===== config.mk =====
export PLATFORM = sky130hd
export DESIGN_NAME = dialogue_link
export DESIGN_NICKNAME = d
export VERILOG_FILES = /design/src/rtl/dialogue_link_pkg.sv /design/src/rtl/dialogue_link_rx.sv /design/src/rtl/dialogue_link.sv
export SDC_FILE = /design/constraint.sdc
export NUM_CORES = 1
export LEC_CHECK = 0
export CAP_MARGIN = 20
export CORE_ASPECT_RATIO = 1.25
export CORE_MARGIN = 2
export CORE_UTILIZATION = 55
export CTS_BUF_LIST = sky130_fd_sc_hd__clkbuf_2 sky130_fd_sc_hd__clkbuf_4 sky130_fd_sc_hd__clkbuf_8
export CTS_CLUSTER_SIZE = 30
export DETAILED_ROUTE_END_ITERATION = 16
export GPL_ROUTABILITY_DRIVEN = 1
export PLACE_DENSITY = 0.77
export SLEW_MARGIN = 20
export SYNTH_ARGS = -nofsm -noshare
export SYNTH_HDL_FRONTEND = slang
export SYNTH_SLANG_ARGS = --single-unit

===== constraint.sdc =====
create_clock -name clk -period 2.5 [get_ports clk]
set_clock_uncertainty 0.15 [all_clocks]
set_input_delay 0.5 -clock clk [delete_from_list [all_inputs] [get_ports clk]]
set_output_delay 0.5 -clock clk [all_outputs]
set_load 0.02 [all_outputs]

===== src/rtl/dialogue_link_pkg.sv =====
// Shared constants, state encodings and helpers for the inter-board dialogue link.
package dialogue_link_pkg;

    // Code meaning "no emoticon"; anything above it on the wire is folded onto it.
    localparam logic [3:0] DIALOGUE_NONE = 4'd8;

    // start + 4 data + parity + stop
    localparam int unsigned DLINK_FRAME_BITS = 7;

    // One encoding shared by TX and RX; RX never enters DlinkGap.
    typedef enum logic [2:0] {
        DlinkIdle,
        DlinkStart,
        DlinkData,
        DlinkPar,
        DlinkStop,
        DlinkGap
    } dlink_state_e;

    // Fold out-of-range codes (9-15) onto DIALOGUE_NONE.
    function automatic logic [3:0] dlink_clamp(input logic [3:0] code);
        return (code > DIALOGUE_NONE) ? DIALOGUE_NONE : code;
    endfunction

    // Even parity over the four data bits.
    function automatic logic dlink_parity(input logic [3:0] code);
        return ^code;
    endfunction

endpackage


===== src/rtl/dialogue_link_rx.sv =====
// Receive half of the dialogue link: 2-flop synchronizer, mid-bit sampling RX FSM,
// frame validation and the held output code.
// Optional build macro: DIALOGUE_LINK_TIMEOUT_EN adds a no-frame timeout that
// reverts the received code to DIALOGUE_NONE.
module dialogue_link_rx
    import dialogue_link_pkg::*;
#(
    parameter int unsigned CLKS_PER_BIT   = 16,
    parameter int unsigned RESEND_GAP     = 64,
    parameter int unsigned TIMEOUT_FRAMES = 4
) (
    input  logic       clk,
    input  logic       rst_n,
    input  logic       link_rx,
    output logic [3:0] dialogue_rx,
    output logic       rx_strobe,
    output logic       rx_error
);

    localparam int unsigned CntW = $clog2(CLKS_PER_BIT);
    localparam logic [CntW-1:0] BitLast  = CntW'(CLKS_PER_BIT - 1);
    localparam logic [CntW-1:0] HalfLast = CntW'(CLKS_PER_BIT / 2 - 1);

    // Elaboration-time parameter sanity checks.
    if (CLKS_PER_BIT < 8 || (CLKS_PER_BIT % 2) != 0) begin : g_bad_clks_per_bit
        $error("dialogue_link_rx: CLKS_PER_BIT must be even and at least 8");
    end
    if (RESEND_GAP == 0) begin : g_bad_resend_gap
        $error("dialogue_link_rx: RESEND_GAP must be non-zero");
    end
    if (TIMEOUT_FRAMES == 0) begin : g_bad_timeout_frames
        $error("dialogue_link_rx: TIMEOUT_FRAMES must be non-zero");
    end

    logic [2:0]   sync_q;
    logic         rx_s;
    logic         rx_fall;

    dlink_state_e state_q, state_d;
    logic [CntW-1:0] cnt_q, cnt_d;
    logic [1:0]   idx_q, idx_d;
    logic [3:0]   data_q, data_d;
    logic         par_q, par_d;
    logic [1:0]   fin_q, fin_d;
    logic         ok_q, ok_d;
    logic         bit_end;

    logic [3:0]   dlg_q, dlg_d;
    logic         strobe_q, strobe_d;
    logic         err_q, err_d;
    logic         timeout_fire;

    // Bits [1:0] synchronize; bit 2 is the previous synchronized value for edge detection.
    always_ff @(posedge clk or negedge rst_n) begin
        if (!rst_n) begin
            sync_q <= 3'b111;
        end else begin
            sync_q <= {sync_q[1:0], link_rx};
        end
    end

    assign rx_s    = sync_q[1];
    // Edge-triggered start means a line stuck low after a bad stop bit cannot re-arm
    // until it has gone high again.
    assign rx_fall = sync_q[2] & ~rx_s;
    assign bit_end = (cnt_q == BitLast);

    // RX FSM next state: half-bit wait on start, then one mid-bit sample per bit.
    always_comb begin
        state_d = state_q;
        cnt_d   = cnt_q + 1'b1;
        idx_d   = idx_q;
        data_d  = data_q;
        par_d   = par_q;
        fin_d   = {fin_q[0], 1'b0};
        ok_d    = ok_q;
        unique case (state_q)
            DlinkIdle: begin
                cnt_d = '0;
                if (rx_fall) begin
                    state_d = DlinkStart;
                end
            end
            DlinkStart: begin
                if (cnt_q == HalfLast) begin
                    cnt_d = '0;
                    idx_d = '0;
                    // High at mid start bit is a glitch, not an error.
                    state_d = rx_s ? DlinkIdle : DlinkData;
                end
            end
            DlinkData: begin
                if (bit_end) begin
                    cnt_d         = '0;
                    data_d[idx_q] = rx_s;
                    if (idx_q == 2'd3) begin
                        state_d = DlinkPar;
                    end else begin
                        idx_d = idx_q + 2'd1;
                    end
                end
            end
            DlinkPar: begin
                if (bit_end) begin
                    cnt_d   = '0;
                    par_d   = rx_s;
                    state_d = DlinkStop;
                end
            end
            DlinkStop: begin
                if (bit_end) begin
                    cnt_d    = '0;
                    state_d  = DlinkIdle;
                    fin_d[0] = 1'b1;
                    ok_d     = rx_s && (par_q == dlink_parity(data_q));
                end
            end
            default: begin
                cnt_d   = '0;
                state_d = DlinkIdle;
            end
        endcase
    end

    // RX FSM and frame capture registers.
    always_ff @(posedge clk or negedge rst_n) begin
        if (!rst_n) begin
            state_q <= DlinkIdle;
            cnt_q   <= '0;
            idx_q   <= '0;
            data_q  <= '0;
            par_q   <= 1'b0;
            fin_q   <= '0;
            ok_q    <= 1'b0;
        end else begin
            state_q <= state_d;
            cnt_q   <= cnt_d;
            idx_q   <= idx_d;
            data_q  <= data_d;
            par_q   <= par_d;
            fin_q   <= fin_d;
            ok_q    <= ok_d;
        end
    end

`ifdef DIALOGUE_LINK_TIMEOUT_EN
    localparam int unsigned FrameCycles = (DLINK_FRAME_BITS + RESEND_GAP) * CLKS_PER_BIT;
    localparam int unsigned FcW = $clog2(FrameCycles);
    localparam int unsigned TfW = $clog2(TIMEOUT_FRAMES + 1);

    logic [FcW-1:0] tcyc_q, tcyc_d;
    logic [TfW-1:0] tfrm_q, tfrm_d;
    logic           armed_q, armed_d;

    // Frame-time counter since the last valid frame; disarms (saturates) after firing.
    always_comb begin
        tcyc_d       = tcyc_q;
        tfrm_d       = tfrm_q;
        armed_d      = armed_q;
        timeout_fire = 1'b0;
        if (fin_q[1] && ok_q) begin
            tcyc_d  = '0;
            tfrm_d  = '0;
            armed_d = 1'b1;
        end else if (armed_q) begin
            if (tcyc_q == FcW'(FrameCycles - 1)) begin
                tcyc_d = '0;
                if (tfrm_q == TfW'(TIMEOUT_FRAMES - 1)) begin
                    timeout_fire = 1'b1;
                    armed_d      = 1'b0;
                end else begin
                    tfrm_d = tfrm_q + 1'b1;
                end
            end else begin
                tcyc_d = tcyc_q + 1'b1;
            end
        end
    end

    // Timeout counter registers.
    always_ff @(posedge clk or negedge rst_n) begin
        if (!rst_n) begin
            tcyc_q  <= '0;
            tfrm_q  <= '0;
            armed_q <= 1'b0;
        end else begin
            tcyc_q  <= tcyc_d;
            tfrm_q  <= tfrm_d;
            armed_q <= armed_d;
        end
    end
`else
    assign timeout_fire = 1'b0;
`endif

    // Commit a finished frame two cycles after the stop sample, or apply a timeout.
    always_comb begin
        dlg_d    = dlg_q;
        strobe_d = 1'b0;
        err_d    = err_q;
        if (fin_q[1] && !ok_q) begin
            err_d = 1'b1;
        end
        if (fin_q[1] && ok_q) begin
            dlg_d    = dlink_clamp(data_q);
            strobe_d = 1'b1;
            err_d    = 1'b0;
        end else if (timeout_fire) begin
            dlg_d    = DIALOGUE_NONE;
            strobe_d = 1'b1;
        end
    end

    // Output registers.
    always_ff @(posedge clk or negedge rst_n) begin
        if (!rst_n) begin
            dlg_q    <= DIALOGUE_NONE;
            strobe_q <= 1'b0;
            err_q    <= 1'b0;
        end else begin
            dlg_q    <= dlg_d;
            strobe_q <= strobe_d;
            err_q    <= err_d;
        end
    end

    assign dialogue_rx = dlg_q;
    assign rx_strobe   = strobe_q;
    assign rx_error    = err_q;

endmodule


===== src/rtl/dialogue_link.sv =====
// Inter-board dialogue-code transceiver: TX serializer FSM here, RX in dialogue_link_rx.
// Optional build macro: DIALOGUE_LINK_TIMEOUT_EN (RX no-frame timeout).
module dialogue_link
    import dialogue_link_pkg::*;
#(
    parameter int unsigned CLKS_PER_BIT   = 16,
    parameter int unsigned RESEND_GAP     = 64,
    parameter int unsigned TIMEOUT_FRAMES = 4
) (
    input  logic       clk,
    input  logic       rst_n,
    input  logic [3:0] dialogue_tx,
    input  logic       link_rx,
    output logic       link_tx,
    output logic [3:0] dialogue_rx,
    output logic       rx_strobe,
    output logic       rx_error
);

    localparam int unsigned CntW = $clog2(CLKS_PER_BIT);
    localparam int unsigned GapW = (RESEND_GAP > 1) ? $clog2(RESEND_GAP) : 1;
    localparam logic [CntW-1:0] BitLast = CntW'(CLKS_PER_BIT - 1);
    localparam logic [GapW-1:0] GapLast = GapW'(RESEND_GAP - 1);

    dlink_state_e    tx_state_q, tx_state_d;
    logic [CntW-1:0] bit_cnt_q, bit_cnt_d;
    logic [1:0]      idx_q, idx_d;
    logic [GapW-1:0] gap_cnt_q, gap_cnt_d;
    logic [3:0]      code_q, code_d;
    logic [3:0]      last_q, last_d;
    logic            sent_q, sent_d;
    logic            link_tx_q, link_tx_d;

    logic [3:0]      code_in;
    logic            changed;
    logic            bit_end;
    logic            start_frame;

    assign code_in = dlink_clamp(dialogue_tx);
    // Nothing has been sent since reset, so the first frame always goes out.
    assign changed = !sent_q || (code_in != last_q);
    assign bit_end = (bit_cnt_q == BitLast);

    // TX FSM next state: frame sequencing, gap timing and resend.
    always_comb begin
        tx_state_d  = tx_state_q;
        bit_cnt_d   = bit_end ? '0 : bit_cnt_q + 1'b1;
        idx_d       = idx_q;
        gap_cnt_d   = gap_cnt_q;
        code_d      = code_q;
        last_d      = last_q;
        sent_d      = sent_q;
        start_frame = 1'b0;
        unique case (tx_state_q)
            DlinkIdle: begin
                bit_cnt_d = '0;
                if (changed) begin
                    start_frame = 1'b1;
                end
            end
            DlinkStart: begin
                if (bit_end) begin
                    tx_state_d = DlinkData;
                    idx_d      = '0;
                end
            end
            DlinkData: begin
                if (bit_end) begin
                    if (idx_q == 2'd3) begin
                        tx_state_d = DlinkPar;
                    end else begin
                        idx_d = idx_q + 2'd1;
                    end
                end
            end
            DlinkPar: begin
                if (bit_end) begin
                    tx_state_d = DlinkStop;
                end
            end
            DlinkStop: begin
                if (bit_end) begin
                    tx_state_d = DlinkGap;
                    gap_cnt_d  = '0;
                end
            end
            DlinkGap: begin
                // A pending change (including one that arrived mid-frame) wins over the gap.
                if (changed) begin
                    start_frame = 1'b1;
                end else if (bit_end) begin
                    if (gap_cnt_q == GapLast) begin
                        start_frame = 1'b1;
                    end else begin
                        gap_cnt_d = gap_cnt_q + 1'b1;
                    end
                end
            end
            default: begin
                tx_state_d = DlinkIdle;
            end
        endcase
        if (start_frame) begin
            tx_state_d = DlinkStart;
            bit_cnt_d  = '0;
            code_d     = code_in;
            last_d     = code_in;
            sent_d     = 1'b1;
        end
    end

    // Line level for the upcoming cycle, registered so link_tx is glitch-free.
    always_comb begin
        link_tx_d = 1'b1;
        unique case (tx_state_d)
            DlinkStart: link_tx_d = 1'b0;
            DlinkData:  link_tx_d = code_d[idx_d];
            DlinkPar:   link_tx_d = dlink_parity(code_d);
            default:    link_tx_d = 1'b1;
        endcase
    end

    // TX FSM registers.
    always_ff @(posedge clk or negedge rst_n) begin
        if (!rst_n) begin
            tx_state_q <= DlinkIdle;
            bit_cnt_q  <= '0;
            idx_q      <= '0;
            gap_cnt_q  <= '0;
            code_q     <= DIALOGUE_NONE;
            last_q     <= DIALOGUE_NONE;
            sent_q     <= 1'b0;
            link_tx_q  <= 1'b1;
        end else begin
            tx_state_q <= tx_state_d;
            bit_cnt_q  <= bit_cnt_d;
            idx_q      <= idx_d;
            gap_cnt_q  <= gap_cnt_d;
            code_q     <= code_d;
            last_q     <= last_d;
            sent_q     <= sent_d;
            link_tx_q  <= link_tx_d;
        end
    end

    assign link_tx = link_tx_q;

    dialogue_link_rx #(
        .CLKS_PER_BIT   (CLKS_PER_BIT),
        .RESEND_GAP     (RESEND_GAP),
        .TIMEOUT_FRAMES (TIMEOUT_FRAMES)
    ) u_rx (
        .clk         (clk),
        .rst_n       (rst_n),
        .link_rx     (link_rx),
        .dialogue_rx (dialogue_rx),
        .rx_strobe   (rx_strobe),
        .rx_error    (rx_error)
    );

endmodule


=== Word level (Yosys, flattened, before mapping) ===
Cells that the tools add are included.

* Multiplexer cells: 53
* Eq/ne operators: 31
* Add/subtract/negate cells: 5
* Magnitude comparators: 5
* Bitwise gates (word level): 2
* Reduce and logical (&&, ||, !) cells: 22

{| class="wikitable"
|+ Operators with widths
! kind !! number
|-
| $mux 3 || 12
|-
| $mux 4 || 8
|-
| $pmux 3 s5 || 2
|-
| $mux 6 || 4
|-
| $eq 3x2->1 const B || 6
|-
| $mux 2 || 7
|-
| $ne 2x1->1 const B || 6
|-
| $pmux 6 s2 || 1
|-
| $mux 1 || 11
|-
| $ne 2x2->1 const B || 5
|-
| $eq 3x1->1 const B || 3
|-
| $eq 3x3->1 const B || 3
|-
| $add 4x1->4 const B || 2
|-
| $eq 4x4->1 const B || 2
|-
| $gt 4x4->1 const B || 2
|-
| $pmux 2 s2 || 2
|-
| $pmux 4 s2 || 1
|-
| $reduce_xor 4->1 || 2
|-
| $add 6x1->6 const B || 1
|-
| $eq 6x6->1 const B || 1
|-
| $logic_not 3->1 || 2
|-
| $lt 2x3->1 const B || 2
|-
| $reduce_and 2->1 || 3
|-
| $reduce_and 6->1 || 1
|-
| other kinds (21) || 29
|}

* Register bits after elaboration: 51
* Logic and storage cells: 137
* Input bits: 7
* Output and inout port bits: 7

=== Depth between registers and ports, before layout ===
Gate-level depths: netlist (run 1).

* Word-level depth: 10
* Gate-level depth with buffers: 7
* Mapped depth without buffers: 7

=== Cells and area by module ===
From an unflattened synthesis (run 1), not the netlist that was laid out.

* Cells, all modules: 260
* Area, all modules: 2695.1 um^2

{| class="wikitable"
|+ Modules (own cells, without submodules)
! module !! instances !! cells an instance !! area an instance (um^2) !! seq. area each (um^2)
|-
| dialogue_link || 1 || 150 || 1450.1 || 629.4
|-
| dialogue_link_rx || 1 || 110 || 1244.9 || 655.6
|}

=== Worst setup path after synthesis (run 1) ===
Ideal clock, no wire load.

* Kind: input-to-reg
* Start: input port dialogue_tx[0]
* End: register link_tx_q (netlist: link_tx)
* Data arrival time: 1.752 ns
* Library setup time: 0.075 ns
* Stages on the path: 7
* Setup slack: 0.523 ns
* Path buffers: 1
* Required time: 2.275 ns
* Cells stage by stage: nor4b_2 > nand2_1 > a32o_2 > a32oi_2 > buf_6 > a31oi_1 > o211ai_2

* Word-level cells in the longest chain between the ends: 10
* Elaborated cells on any way between the ends: 16
* Those cells by class: order compare (1); eq/ne (4); mux (9); reduce/logical (2)

{| class="wikitable"
|+ Ends and longest elaborated chain
! item !! line !! text
|-
| start, declared || dialogue_link.sv:12 || <nowiki>input logic [3:0] dialogue_tx,</nowiki>
|-
| $gt 4x4->1 || dialogue_link_pkg.sv:22 || <nowiki>return (code > DIALOGUE_NONE) ? DIALOGUE_NONE : code;</nowiki>
|-
| $mux 4 (*) || dialogue_link_pkg.sv:22 ||
|-
| $ne 4x4->1 || dialogue_link.sv:41 || <nowiki>assign changed = !sent_q || (code_in != last_q);</nowiki>
|-
| $logic_or 1x1->1 || dialogue_link.sv:41 ||
|-
| $mux 1 (on tied branches) || dialogue_link.sv:89, dialogue_link.sv:57 ||
|-
| $pmux 1 s2 || dialogue_link.sv:54 || <nowiki>unique case (tx_state_q)</nowiki>
|-
| $mux 4 || dialogue_link.sv:103 || <nowiki>if (start_frame) begin</nowiki>
|-
| $bmux 1 s2 || dialogue_link.sv:117 || <nowiki>DlinkData: link_tx_d = code_d[idx_d];</nowiki>
|-
| $mux 1 (not written as such) || dialogue_link.sv:117 ||
|-
| $pmux 1 s3 (*) || dialogue_link.sv:115 || <nowiki>unique case (tx_state_d)</nowiki>
|-
| via link_tx_d || dialogue_link.sv:32 || <nowiki>logic link_tx_q, link_tx_d;</nowiki>
|-
| end signal, assigned || dialogue_link.sv:142 || <nowiki>link_tx_q <= link_tx_d;</nowiki>
|-
| end, declared || dialogue_link.sv:32 ||
|}

Mark *: on every way through the listed nets, which the timed path passes. The rest lies on a longest branch. The select of a mux whose other input is x is not followed.
A chain may end at the register's enable or synchronous reset.

=== Final worst setup path (run 1) ===
* Start: input port dialogue_tx[0]
* End: register last_q[1]

* Word-level cells in the longest chain between the ends: 6
* Elaborated cells on any way between the ends: 7
* Those cells by class: order compare (1); eq/ne (1); mux (4); reduce/logical (1)

{| class="wikitable"
|+ Ends and longest elaborated chain
! item !! line !! text
|-
| $gt 4x4->1 || dialogue_link_pkg.sv:22 ||
|-
| $mux 4 (*) || dialogue_link_pkg.sv:22 ||
|-
| $ne 4x4->1 || dialogue_link.sv:41 ||
|-
| $logic_or 1x1->1 || dialogue_link.sv:41 ||
|-
| $mux 1 (on tied branches) || dialogue_link.sv:89, dialogue_link.sv:57 ||
|-
| $pmux 1 s2 || dialogue_link.sv:54 ||
|-
| end signal, assigned || dialogue_link.sv:140 || <nowiki>last_q <= last_d;</nowiki>
|-
| end, declared || dialogue_link.sv:30 || <nowiki>logic [3:0] last_q, last_d;</nowiki>
|}

Mark *: on every way between the ends. The rest lies on a longest branch, timed or not.

==> results of run 1 <==
==> stage by stage <==
stage                     hold slack, ns  cells  setup slack [ns]  TNS, ns
final                             0.0395    352             0.202        0
after global routing              0.0853    352            0.0369        0
after CTS                         0.0512    352             0.211        0
after detailed placement           0.199    344            -0.102   -0.937
after global placement             0.183    344           -0.0633   -0.580
after floorplan                   0.0544    268             0.523        0
==> layout make-up <==
cell class                      count  area [µm²]
Tap cell                           60        75.1
Fill cell                         389        1710
Timing Repair Buffer               25         228
Inverter                           17        63.8
Clock buffer                        6        82.6
Clock inverter                      2        16.3
Sequential cell                    51        1280
Multi-Input combinational cell    191        1270
==> cells by family (layout without fill, tap and decap cells) <==
| group | count (synthesis) | in the layout | share of synthesized area, % |
|---|---|---|---|
| simple gates | 95 | 95 | 17.9 |
| xor+xnor | 17 | 17 | 5.56 |
| buf+inv | 26 | 50 | 4.53 |
| mux | 7 | 7 | 2.90 |
| compound gates | 62 | 62 | 16.5 |
| fa+ha+maj | 10 | 10 | 4.67 |
| flops | 51 | 51 | 48.0 |
==> final timing paths <==
path,startpoint,end,slack [ns]
worst max-delay path,dialogue_tx[0],last_q[1]$_DFFE_PN0N_,0.20
worst min-delay path,rst_n,bit_cnt_q[2]$_DFF_PN0_,0.04
worst max register to register,bit_cnt_q[0]$_DFF_PN0_,last_q[1]$_DFFE_PN0N_,0.25
worst min register to register,u_rx.sync_q[0]$_DFF_PN1_,u_rx.sync_q[1]$_DFF_PN1_,0.21
max in group asynchronous,rst_n,last_q[3]$_DFFE_PN1N_,1.53
min in group clk,u_rx.sync_q[0]$_DFF_PN1_,u_rx.sync_q[1]$_DFF_PN1_,0.21
==> cells in the final DEF (no fill, tap or decap), types with 7 or more instances in the layout <==
cell and instances:
inv_1 17, nand3_1 9, clkdlybuf4s50_1 12, buf_4 11
ha_1 10, nor2_1 23, a21oi_1 10, xnor2_1 15
dfstp_2 7, nand2_1 26, o21ai_0 17, dfrtp_1 44
==> metal layers <==
metal / up-vias / wire length, µm / share of wire, % / track usage [%]
met5: - / 0 / 0 / 0
met4: 0 / 78 / 1.7 / 8.16
met3: 6 / 119 / 2.5 / 4.11
met2: 27 / 2380 / 50 / 34.7
met1: 933 / 2140 / 45 / 26.4
li1: 995 / - / - / -
==> report_power, final <==
part	switching (mW)	internal, mW	leakage, nW
clock	0.284	0.226	0.0474
combinational	0.155	0.148	0.591
sequential	0.0956	0.893	0.634
==> worst max-delay path, stage by stage <==
cell and delay, ns:
clkdlybuf4s50_1 0.54, nor2_1 0.07, o21ai_0 0.15, a32o_2 0.34, a32oi_2 0.08, buf_4 0.18
nor2_1 0.32, a22o_1 0.21
==> registers in the layout, indices dropped and copies added, names as in the netlist, 2 cells and up <==
| name | count |
|---|---|
| u_rx.dialogue_rx | 4 |
| gap_cnt_q | 6 |
| u_rx.data_q | 4 |
| u_rx.sync_q | 3 |
| tx_state_q | 3 |
| last_q | 4 |
| idx_q | 2 |
| u_rx.cnt_q | 4 |
| u_rx.state_q | 3 |
| bit_cnt_q | 4 |
| code_q | 4 |
| u_rx.idx_q | 2 |
| u_rx.fin_q | 2 |
==> reports/results.tsv, run 1 <==
stage	metric	value	unit
status	status	completed	
synthesis	largest area contributor in the netlist	dfrtp_1	
floorplan	Rows	28	
detailed_routing	# DRC	0	
global_route	global-route wire length before repair	8630	µm
floorplan	Starting Density	56.6	%
global_route	Tot GR Track Use	20.7	%
synthesis	number of distinct library cells after synthesis	49	
clock_network	Post-CTS Setup Bufs	0	
finish	Final #Nets	308	
finish	Inserted Diodes	0	
setup_path	Max FO, Critical Path	9	
placement	input/output buffers	13	
timing	Setup violations, final	0	
run	Max-cap violations	0	
setup_path	worst r2r path cells	7	
timing	fin crit share	91.9	%
setup_path	CP arrival	2.39	ns
setup_path	CP Capture Type	flop	
synthesis	Seq/Total Area, Yosys	48.0	%
synthesis	Synth Register Bits	51	
clock_network	CTS root buf	clkbuf_8	
synthesis	Mapped Area	2680	µm²
floorplan	die width	66.4	µm
finish	P&R area growth vs syn	12.9	%
timing	Final min period	2.30	ns
synthesis	most common flop cell mapped by yosys	dfrtp_1	
synthesis	asr flop ratio synth	100	%
clock_network	H-tree Lvls	2	
clock_network	Worst-Skew Late Latency	0.32	ns
clock_network	TritonCTS clock tree	built	
clock_network	clk slew on worst S/H paths	0.10	ns
synthesis	post-synth top area share	41.1	%
finish	Finished Cell Area	3020	µm²
synthesis	Ys Warns	0	
synthesis	Mapped Nets	285	
power	Pwr Total	1.80	mW
detailed_routing	Vias/cell	5.57	
timing	Worst Tran Pin Value	0.619	ns
floorplan	Die ar.	5450	µm²
timing	RSZ-0062 raised after global routing	false	
setup_path	WP data required	2.60	ns
clock_network	clk buf depth	2	
timing	Hold Fails Final Rpt	0	
synthesis	Post-synth top cells	dfrtp_1 (44), nand2_1 (26), nor2_1 (23)	
global_route	initial antenna violation count	0	
timing	fmax	435	MHz
clock_network	CTS-repair resized insts	0	
power	Leak	1.27	nW
floorplan	core area	4730	µm²
power	maximum VDD drop	553	µV
detailed_routing	post-route ant nets	0	
placement	Final GP Congestion	0.843	
timing	pins over their slew limit	0	
clock_network	TritonCTS Sinks	51	
synthesis	Syn Area/Cell	9.99	µm²
global_route	total gr overflow	0	
setup_path	Setup crit start kind	input port	
synthesis	EDFF count, synth	0	
detailed_routing	Vias	1961	
global_route	vias in the first global route	1931	
min_path	HP Class	in2async	
finish	layout cell share with drive strength beyond 1	14.7	%
placement	post-placement cell area	2920	µm²
clock_network	hold buffers post-CTS	0	
synthesis	largest cells by area after synthesis	dfrtp_1 (41%), dfstp_2 (6.9%), xnor2_1 (4.9%)	
floorplan	Die Height	82.0	µm
synthesis	count leader, synth	dfrtp_1	
finish	Final Util	63.9	%
timing	Slew headroom	58.7	%
detailed_routing	Initial DRC Count	167	
detailed_routing	wire per inst	13.4	µm
placement	DP HPWL	3510	µm
detailed_routing	first-pass detailed-route iteration total	4	
power	pwr/cell area	596	nW/µm²
floorplan	I/O Pins	14	
detailed_routing	Detailed Route WL	4720	µm
clock_network	Num CTS Buffers	5	
synthesis	Synth Instances	268	
global_route	largest net degree at the start of global routing	28	
setup_path	CP Class	in2reg	
No activity file was read; power rests on OpenSTA's default activity.
==> inputs of run 2 (changes only) <==
Settings changed: RECOVER_POWER from default to 100.
==> run 2 against run 1 <==
  * Design area shrank 0.91%
  * Critical path depth is the same
  * Critical endpoint unchanged
  * Largest power group unchanged
  * Global-route usage is the same
  * Critical path type unchanged
==> reports/results.tsv, run 2 (same netlist as run 1, synthesis figures left out) <==
stage	metric	value	unit
setup_path	most frequent CP cell	nor2_1	
setup_path	CP Cell Sequence	clkdlybuf4s50_1, nor2_1, o21ai_0, a32o_2, a32oi_2, buf_4, nor2_1, a22o_1	
finish	max reg flops	6	
setup_path	CP delay by family, top	compound AO/OA/AOI/OAI gates	
finish	Final Non-Filler Cells	352	
detailed_routing	post-route ant nets	0	
setup_path	CP Class	in2reg	
detailed_routing	Vias	1950	
clock_network	Num CTS Buffers	5	
timing	RSZ-0062 raised after global routing	false	
floorplan	Die Height	82.0	µm
clock_network	TritonCTS Sinks	51	
detailed_routing	Initial DRC Count	156	
min_path	HP Class	reg2reg	
floorplan	core area	4730	µm²
finish	layout cell share with drive strength beyond 1	13.0	%
global_route	vias in the first global route	1931	
timing	Slew headroom	6.29	%
placement	Inst Count DP	344	
clock_network	CTS root buf	clkbuf_8	
clock_network	clk slew on worst S/H paths	0.09	ns
global_route	Tot GR Track Use	20.7	%
finish	Layout fillers	395	
detailed_routing	# DRC	0	
setup_path	WP data required	2.60	ns
clock_network	hold buffers post-CTS	0	
global_route	global-route wire length before repair	8630	µm
clock_network	Worst-Skew Late Latency	0.32	ns
power	maximum VDD drop	552	µV
clock_network	H-tree Lvls	2	
power	Pwr Total	1.80	mW
power	pwr/cell area	600	nW/µm²
setup_path	Largest stage delay, worst path	0.54	ns
timing	Hold Fails Final Rpt	0	
clock_network	Post-CTS Setup Bufs	0	
global_route	largest net degree at the start of global routing	28	
timing	pins over their slew limit	0	
run	Max-cap violations	0	
detailed_routing	first-pass detailed-route iteration total	4	
detailed_routing	top sig layer	met4	
global_route	initial antenna violation count	0	
clock_network	CTS-repair resized insts	0	
floorplan	I/O Pins	14	
timing	fmax	436	MHz
finish	Inserted Diodes	0	
placement	Final GP Congestion	0.843	
timing	fin crit share	91.8	%
detailed_routing	wire per inst	13.4	µm
floorplan	die width	66.4	µm
setup_path	Setup crit start kind	input port	
floorplan	Rows	28	
setup_path	CP Capture Type	flop	
clock_network	TritonCTS clock tree	built	
floorplan	Starting Density	56.6	%
setup_path	Max FO, Critical Path	9	
detailed_routing	Detailed Route WL	4710	µm
finish	P&R area growth vs syn	11.8	%
floorplan	Die ar.	5450	µm²
detailed_routing	M1 WL	2170	µm
setup_path	Critical path buffers and inverters	2	
timing	worst hold margin	0.216	ns
setup_path	slowest CP cell	clkdlybuf4s50_1	
finish	Final #Nets	308	
finish	most common cell after layout, fill and taps aside	dfrtp_1	
finish	Reg with most FFs	gap_cnt_q	
placement	input/output buffers	13	
timing	Final min period	2.30	ns
power	Leak	1.28	nW
finish	most frequent cells in the layout	dfrtp_1 (44), nand2_1 (26), nor2_1 (23)	
global_route	total gr overflow	0	
detailed_routing	DR WL met3	96	µm
detailed_routing	Vias/cell	5.54	
setup_path	CP arrival	2.39	ns
placement	DP HPWL	3510	µm
timing	Worst Tran Pin Value	1.41	ns
clock_network	clk buf depth	2	
timing	Setup violations, final	0	
status	status	completed	
detailed_routing	Detail Route met2 WL	2360	µm
run 2: where the power goes:
group | internal, mW | leakage, nW | switching, mW
clock | 0.226 | 0.0474 | 0.282
combinational | 0.144 | 0.596 | 0.155
sequential | 0.893 | 0.633 | 0.0959
total | 1.26 | 1.28 | 0.533
run 2: worst paths after layout:
path / startpoint / end / slack (ns) / cells after the start
setup / recovery: dialogue_tx[0] / last_q[1]$_DFFE_PN0N_ / 0.20 / 8
hold / removal: u_rx.sync_q[0]$_DFF_PN1_ / u_rx.sync_q[1]$_DFF_PN1_ / 0.22 / 0
setup reg to reg: bit_cnt_q[0]$_DFF_PN0_ / last_q[1]$_DFFE_PN0N_ / 0.25 / 7
hold reg to reg: u_rx.sync_q[0]$_DFF_PN1_ / u_rx.sync_q[1]$_DFF_PN1_ / 0.22 / 0
max in group asynchronous: rst_n / sent_q$_DFFE_PN0N_ / 0.56 / 2
min in group asynchronous: rst_n / bit_cnt_q[2]$_DFF_PN0_ / 0.34 / 1
run 2: metal layers:
metal	track usage, %	vias up
met4	8.16	0
met2	34.7	16
li1	-	997
met1	26.4	931
met5	0	-
met3	4.11	6
run 2: metrics by stage:
stage                     setup slack (ns)  util (%)  instance area (µm²)  TNS, ns
after global routing                0.0376      63.3                 2990        0
final                                0.204      63.3                 2990        0
after detailed placement            -0.102      61.8                 2920   -0.937
after global placement             -0.0633      61.8                 2920   -0.580
after CTS                            0.211      63.9                 3020        0
after floorplan                      0.523         -                 2680        0
run 2: final cells by class:
class	instances	area [µm²]	area share, %
flip-flops and latches	51	1280	42.9
multi-input cells	191	1270	42.5
repair buffers	25	200	6.69
clock buffers	6	82.6	2.76
well taps	60	75.1	2.51
inverters	17	63.8	2.13
clock inverters	2	16.3	0.543
run 2: worst register-to-register path: stages, from the launching register on:
cell     delay, ns
dfrtp_1       0.39
ha_1          0.24
nand3_1       0.12
nor3_1        0.41
a32oi_2       0.16
buf_4         0.18
nor2_1        0.32
a22o_1        0.21
